**src/rtl/step_sequencer.sv**
```systemverilog
// step_sequencer: step counter, instruction register, run/halt FSM and retired counter for the multicycle controller.
// Optional macro SEQ_WATCHDOG_EN halts with Seq_Err when an instruction overruns step 7.
module step_sequencer #(
  parameter int FETCH_STEP = 1,
  parameter int RET_W      = 16
) (
  input  logic             clk,
  input  logic             Rst,
  input  logic             Run,
  input  logic [15:0]      MemData,
  input  logic             Buff_PC,
  output logic [2:0]       Cnt,
  output logic [15:0]      IR,
  output logic [4:0]       InsM,
  output logic [1:0]       InsL,
  output logic             Busy,
  output logic             Halt,
  output logic             Seq_Err,
  output logic [RET_W-1:0] Retired
);
  typedef enum logic [1:0] {IDLE, RUN, HALT} state_t;
  localparam logic [2:0] FS = 3'(FETCH_STEP);
  state_t state_q, state_d;
  logic [2:0] cnt_q, cnt_d;
  logic [15:0] ir_q, ir_d;
  logic [RET_W-1:0] ret_q, ret_d;
  logic err_q, err_d, busy_q, busy_d, halt_q, halt_d;
  logic run_st, done, is_hlt;
  always_comb begin
    run_st = state_q == RUN;
    done   = run_st && Buff_PC && cnt_q > FS;
    is_hlt = ir_q[15:11] == 5'b11100 && ir_q[1:0] == 2'b01;
    state_d = state_q;
    cnt_d   = cnt_q;
    err_d   = err_q;
    ir_d    = run_st && cnt_q == FS ? MemData : ir_q;
    ret_d   = done ? ret_q + RET_W'(1) : ret_q;
    if (state_q == IDLE) begin
      cnt_d   = 3'd0;
      state_d = Run ? RUN : IDLE;
    end else if (run_st) begin
      if (done) begin
        cnt_d   = 3'd0;
        state_d = is_hlt ? HALT : RUN;
      end else if (cnt_q == 3'd7) begin
`ifdef SEQ_WATCHDOG_EN
        err_d   = 1'b1;
        state_d = HALT;
`endif
        cnt_d   = 3'd0;
      end else begin
        cnt_d = cnt_q + 3'd1;
      end
    end else begin
      cnt_d = 3'd0;
    end
    busy_d = state_d == RUN;
    halt_d = state_d == HALT;
  end
  always_ff @(posedge clk or posedge Rst) begin
    if (Rst) begin
      state_q <= IDLE;
      cnt_q   <= 3'd0;
      ir_q    <= 16'h0000;
      ret_q   <= '0;
      err_q   <= 1'b0;
      busy_q  <= 1'b0;
      halt_q  <= 1'b0;
    end else begin
      state_q <= state_d;
      cnt_q   <= cnt_d;
      ir_q    <= ir_d;
      ret_q   <= ret_d;
      err_q   <= err_d;
      busy_q  <= busy_d;
      halt_q  <= halt_d;
    end
  end
  assign Cnt     = cnt_q;
  assign IR      = ir_q;
  assign InsM    = ir_q[15:11];
  assign InsL    = ir_q[1:0];
  assign Busy    = busy_q;
  assign Halt    = halt_q;
  assign Seq_Err = err_q;
  assign Retired = ret_q;
endmodule

```
**config.mk**
```make
export PLATFORM = sky130hd
export DESIGN_NAME = step_sequencer
export DESIGN_NICKNAME = d
export VERILOG_FILES = /design/src/rtl/step_sequencer.sv
export SDC_FILE = /design/constraint.sdc
export NUM_CORES = 1
export LEC_CHECK = 0
export CAP_MARGIN = 0
export CELL_PAD_IN_SITES_DETAIL_PLACEMENT = 0
export CELL_PAD_IN_SITES_GLOBAL_PLACEMENT = 1
export CORE_ASPECT_RATIO = 1.4
export CORE_MARGIN = 5
export CORE_UTILIZATION = 34
export DETAILED_ROUTE_END_ITERATION = 12
export GPL_TIMING_DRIVEN = 0
export HOLD_SLACK_MARGIN = 0.05
export PLACE_DENSITY = 0.8
export SLEW_MARGIN = 0
export SYNTH_ARGS = -nofsm -noshare
export SYNTH_HDL_FRONTEND = slang
export SYNTH_SLANG_ARGS = --single-unit
```
**constraint.sdc**
```tcl
create_clock -name clk -period 2 [get_ports clk]
set_input_delay 0.2 -clock clk [delete_from_list [all_inputs] [get_ports clk]]
set_output_delay 0.2 -clock clk [all_outputs]
set_load 0.01 [all_outputs]
```
After elaboration in Yosys (flattened, before gate mapping)
Cells that the tools add are included.
{"block": "totals", "reg_bits": 39, "input_bits": 20, "out_inout_bits": 45, "wordCells": 30}
{"block": "op_classes", "n_addsub": 2, "order_cmp": 1, "eq_ne": 7, "n_mux": 9, "reduce_logical": 5}
{"operator": "$add A16 B1 Y16 const B", "count": 1}
{"operator": "$mux W3", "count": 4}
{"operator": "$mux W2", "count": 4}
{"operator": "$eq A2 B1 Y1 const B", "count": 3}
{"operator": "$eq A5 B5 Y1 const B", "count": 1}
{"operator": "$logic_and A1 B1 Y1", "count": 4}
{"operator": "$add A3 B1 Y3 const B", "count": 1}
{"operator": "$eq A3 B1 Y1 const B", "count": 1}
{"operator": "$eq A3 B3 Y1 const B", "count": 1}
{"operator": "$gt A3 B1 Y1 const B", "count": 1}
{"operator": "$eq A2 B2 Y1 const B", "count": 1}
{"operator": "$logic_not A2 Y1", "count": 1}
{"operator": "$mux W1", "count": 1}

Logic depth before layout (Yosys ltp)
{"block": "logic_depth", "depth_word": 7, "mapped_depth": 5, "mapped_depth_nobuf": 5}

Worst setup path before layout
OpenSTA, ideal clock, no wires.
{"block": "synth_path", "path_kind": "register to register", "from": "reg cnt_q[1], in the netlist Cnt[1]", "to": "reg ir_q[0], in the netlist IR[0]", "setup_time_ps": 125, "t_arrival_ps": 1449, "t_required_ps": 1875, "slack_ps": 426, "stages_incl_launch_ff": 6, "n_path_buf": 1, "synth_period_minus_slack_ps": 1574, "cell_sequence": "dfrtp_1 > inv_1 > ha_1 > nor3b_4 > buf_12 > mux2_4"}
{"block": "synth_via", "elab_chain_len": 2}
{"item": "from (decl)", "line": "24", "text": "logic [2:0] cnt_q, cnt_d;"}
{"item": "from (signal assigned)", "line": "71", "text": "cnt_q <= cnt_d;"}
{"item": "$eq A3 B1 Y1", "line": "36", "text": "ir_d = run_st && cnt_q == FS ? MemData : ir_q;"}
{"item": "$logic_and A1 B1 Y1", "line": "36"}
{"item": "to (signal assigned)", "line": "72", "text": "ir_q <= ir_d;"}
{"item": "to (decl)", "line": "25", "text": "logic [15:0] ir_q, ir_d;"}
Every way passes these cells.
A chain may end at the register's enable or synchronous reset.

Final worst setup path
{"block": "layout_path", "from": "reg state_q[1]", "to": "reg ir_q[8], in the netlist IR[8]"}
{"block": "layout_via", "elab_chain_len": 2}
{"item": "from (decl)", "line": "23", "text": "state_t state_q, state_d;"}
{"item": "from (signal assigned)", "line": "70", "text": "state_q <= state_d;"}
{"item": "$eq A2 B1 Y1", "line": "30", "text": "run_st = state_q == RUN;"}
{"item": "$logic_and A1 B1 Y1", "line": "36"}
Every way passes these cells.

==> results by group <==
Clock network
  • Clock latency on the worst-skew pair: 0.29 ns
  • Clock sink count: 39
  • Post-CTS setup buffers: 0
  • # resized after CTS: 0
  • Clock root cell: clkbuf_8
  • H-tree depth: 2
  • Clock Path Buffers: 2
  • TritonCTS clock tree: done
  • Hold buffers post-CTS: 0
  • Clock slew at reported path FFs: roughly 0.08 ns
  • CTS Buf Count: 5

Pwr
  • Switching pwr: about 0.00029 W
  • Internal: between 0.001 and 0.0015 W
  • Sequential group share of total power: around 49%
  • Sw frac: between 15 and 20%
  • Combinational Power Share: approximately 3.4%
  • Pwr/cell area: 622 nW/um^2
  • VDD IR max: between 0.0003 and 0.0004 V
  • Leak Pwr: roughly 1.2 nW
  • Clk network pwr share: between 40% and 50%

Timing
  • Final Critical Period: around 1.7 ns
  • Peak Freq: about 590 MHz
  • Fin crit share: between 80% and 90%
  • Hold_ws: around 0.38 ns
  • Final Hold Viols: 0
  • RSZ-0062 raised after global routing: false
  • Final setup violation count: 0
  • Actual slew at the worst max-slew pin: about 0.8 ns
  • Rel. slew slack: a little under half
  • Post-route setup TNS: 0 ns
  • Worst-case clock skew: between 0.006 and 0.007 ns
  • Fin. max-slew vios: 0

Finish
  • Final Net Count: roughly 220
  • Multi-input gate area: around 680 um^2
  • Most frequent cells in the layout: 63 x clkdlybuf4s50_1, 39 x dfrtp_1, 12 x xnor2_1
  • Ant diodes: 0
  • Fraction of layout cells with a size suffix above 1: between 10% and 20%
  • Area grow syn2layout: 48.4%
  • # fillers: between 400 and 500
  • Register area: just under 1000 um^2
  • Most common cell after layout, fill and taps aside: clkdlybuf4s50_1
  • Util after Layout: around half

Setup path
  • Crit path capture type: register
  • WP buf/inv: 1
  • Worst R2R Setup Slack: around 0.31 ns
  • Worst path required time: 2.18 ns
  • Crit Path Max Fanout: 10
  • CP max stage cell: dfrtp_1
  • Worst path max stage delay: between 0.4 and 0.5 ns
  • Cell family with most CP delay: simple AND/OR/NAND/NOR gates
  • Worst r2r dst: IR[8]
  • Critical Path AT: approximately 1.9 ns
  • RR Startpoint: state_q[1]
  • Critical path type: reg -> reg
  • Reg2Reg Depth: 4
  • Startpoint types: register
  • Crit-path cells: nand2b_2, nor3b_4, buf_12, mux2_4

GRT
  • Remaining Overflow, GRT: 0
  • Initial antenna violation count: 0
  • First-pass GRT wire length: about 6200 um
  • Largest net degree at the start of global routing: 40
  • Tot GR Track Use: 11.8%
  • Vias in the first global route: 1227

Floorplanning
  • Num ports: 65
  • Die height: 94.8 um
  • Die area: 6690 um^2
  • Die width: 70.6 um
  • Row count: 31
  • CORE AREA: about 5100 um^2
  • Initial Util: 34.4%

Drt
  • Avg WL per Cell: ~13 um
  • Initial DRC count: 60
  • Final ANT Viol Nets: 0
  • Total number of vias: 1222
  • Vias/cell: about 4.6
  • Post-Route WL: ~3600 um
  • 1st-pass router iterations: 2
  • Residual DRC count: 0

Status
  • Status: complete, no violations

Yosys
  • Synth warn: 0
  • Netlist Area Pre-Place: approximately 1700 um^2
  • Mapped Avg Cell Area: 13.4 um^2
  • Mapped Cells: 130
  • Sequential share of the synthesized area: roughly 56%
  • Synth Register Bits: 39
  • Post-synth net total: about 150
  • Synth unique cells: 28

Placed design
  • DP HPWL: about 2700 um
  • Gpl congestion: 0.707
  • I/O Buffers: 63

Job
  • Max-Cap Viols: 0

Worst hold path
  • Worst min path class: in -> async
## routing by layer
layer | track usage, % | wire (um) | vias up
li1 | - | - | 580
met1 | 14.9 | 1450 | 596
met2 | 18.1 | 1820 | 38
met3 | 3.30 | 192 | 8
met4 | 6.74 | 107 | 0
met5 | 0 | 0 | -
## worst reg2reg max path, delay by kind of cell, from the launching register on
family        cells  cell delay [ns]
flops             1             0.42
mux               1             0.30
buf+inv           1             0.21
simple gates      2             0.64
## worst max path at each step
stage,start,end,slack (ns),depth (start not counted)
CTS,state_q[1],IR[4],0.28,4
global placement,Rst,IR[10],0.02,2
finish,state_q[1],IR[8],0.31,4
global route,state_q[1],IR[8],0.18,4
floorplan,Cnt[1],IR[0],0.43,5
detailed placement,Buff_PC,state_q[0],0.28,5
## state kept, by name, indices dropped and copies added, names as in the netlist
name / flops
Retired: 16
IR: 16
Cnt: 3
Busy: 1
state_q: 2
Halt: 1
## logic make-up (layout without fill, tap and decap cells)
kind of cell / count (synthesis) / count (layout) / synth area share (%)
DFF: 39 / 39 / 55.9
and+or+nand+nor: 37 / 37 / 13.1
muxes: 17 / 17 / 13.1
xor gates and xnor gates: 15 / 15 / 7.52
buffers and inverters: 13 / 84 / 5.44
adders and majority gates: 4 / 4 / 2.87
AOI/OAI and AO/OA: 4 / 4 / 1.86
other: 1 / 1 / 0.215
## area by class of cell
cell class	instances	area share (%)
flip-flops and latches	39	37.6
multi-input cells	78	26.1
repair buffers	63	24.3
well taps	66	3.19
plain buffers	9	3.09
clock buffers	6	2.80
clock inverters	2	2.32
inverters	4	0.579
## power groups by stage
stage               combinational (W)  clock (W)  sequential, W
detailed placement          0.0000569          0       0.000803
finish                      0.0000551   0.000770       0.000788
global placement            0.0000561          0       0.000804
floorplan                   0.0000145          0       0.000803
CTS                         0.0000568   0.000798       0.000788
global route                0.0000626   0.000826       0.000788
## cell usage after synthesis (all sizes together)
cell / number / area [um^2]
a22o: 1 / 8.76
and3: 2 / 12.5
and4: 2 / 17.5
buf: 9 / 80.1
conb: 1 / 3.75
dfrtp: 39 / 976
ha: 4 / 50.1
inv: 4 / 15.0
mux2: 17 / 229
nand2: 11 / 41.3
nand2b: 1 / 8.76
nand3: 5 / 25.0
nand4: 4 / 25.0
nand4b: 1 / 15.0
nor2: 3 / 11.3
nor2b: 1 / 6.26
nor3: 5 / 41.3
nor3b: 1 / 18.8
nor4: 1 / 6.26
o211a: 1 / 10.0
o21ai: 2 / 13.8
xnor2: 12 / 105
xor2: 3 / 26.3
## per-stage QoR
step / setup slack [ns] / cells / power [W] / cell area [um^2]
floorplan: 0.426 / 130 / 0.000818 / 1750
global placement: 0.0245 / 259 / 0.000860 / 2460
detailed placement: 0.282 / 259 / 0.000860 / 2460
CTS: 0.280 / 267 / 0.00164 / 2590
global route: 0.183 / 267 / 0.00168 / 2590
finish: 0.311 / 267 / 0.00161 / 2590
Note: power is estimated with default switching activity, not from simulation.
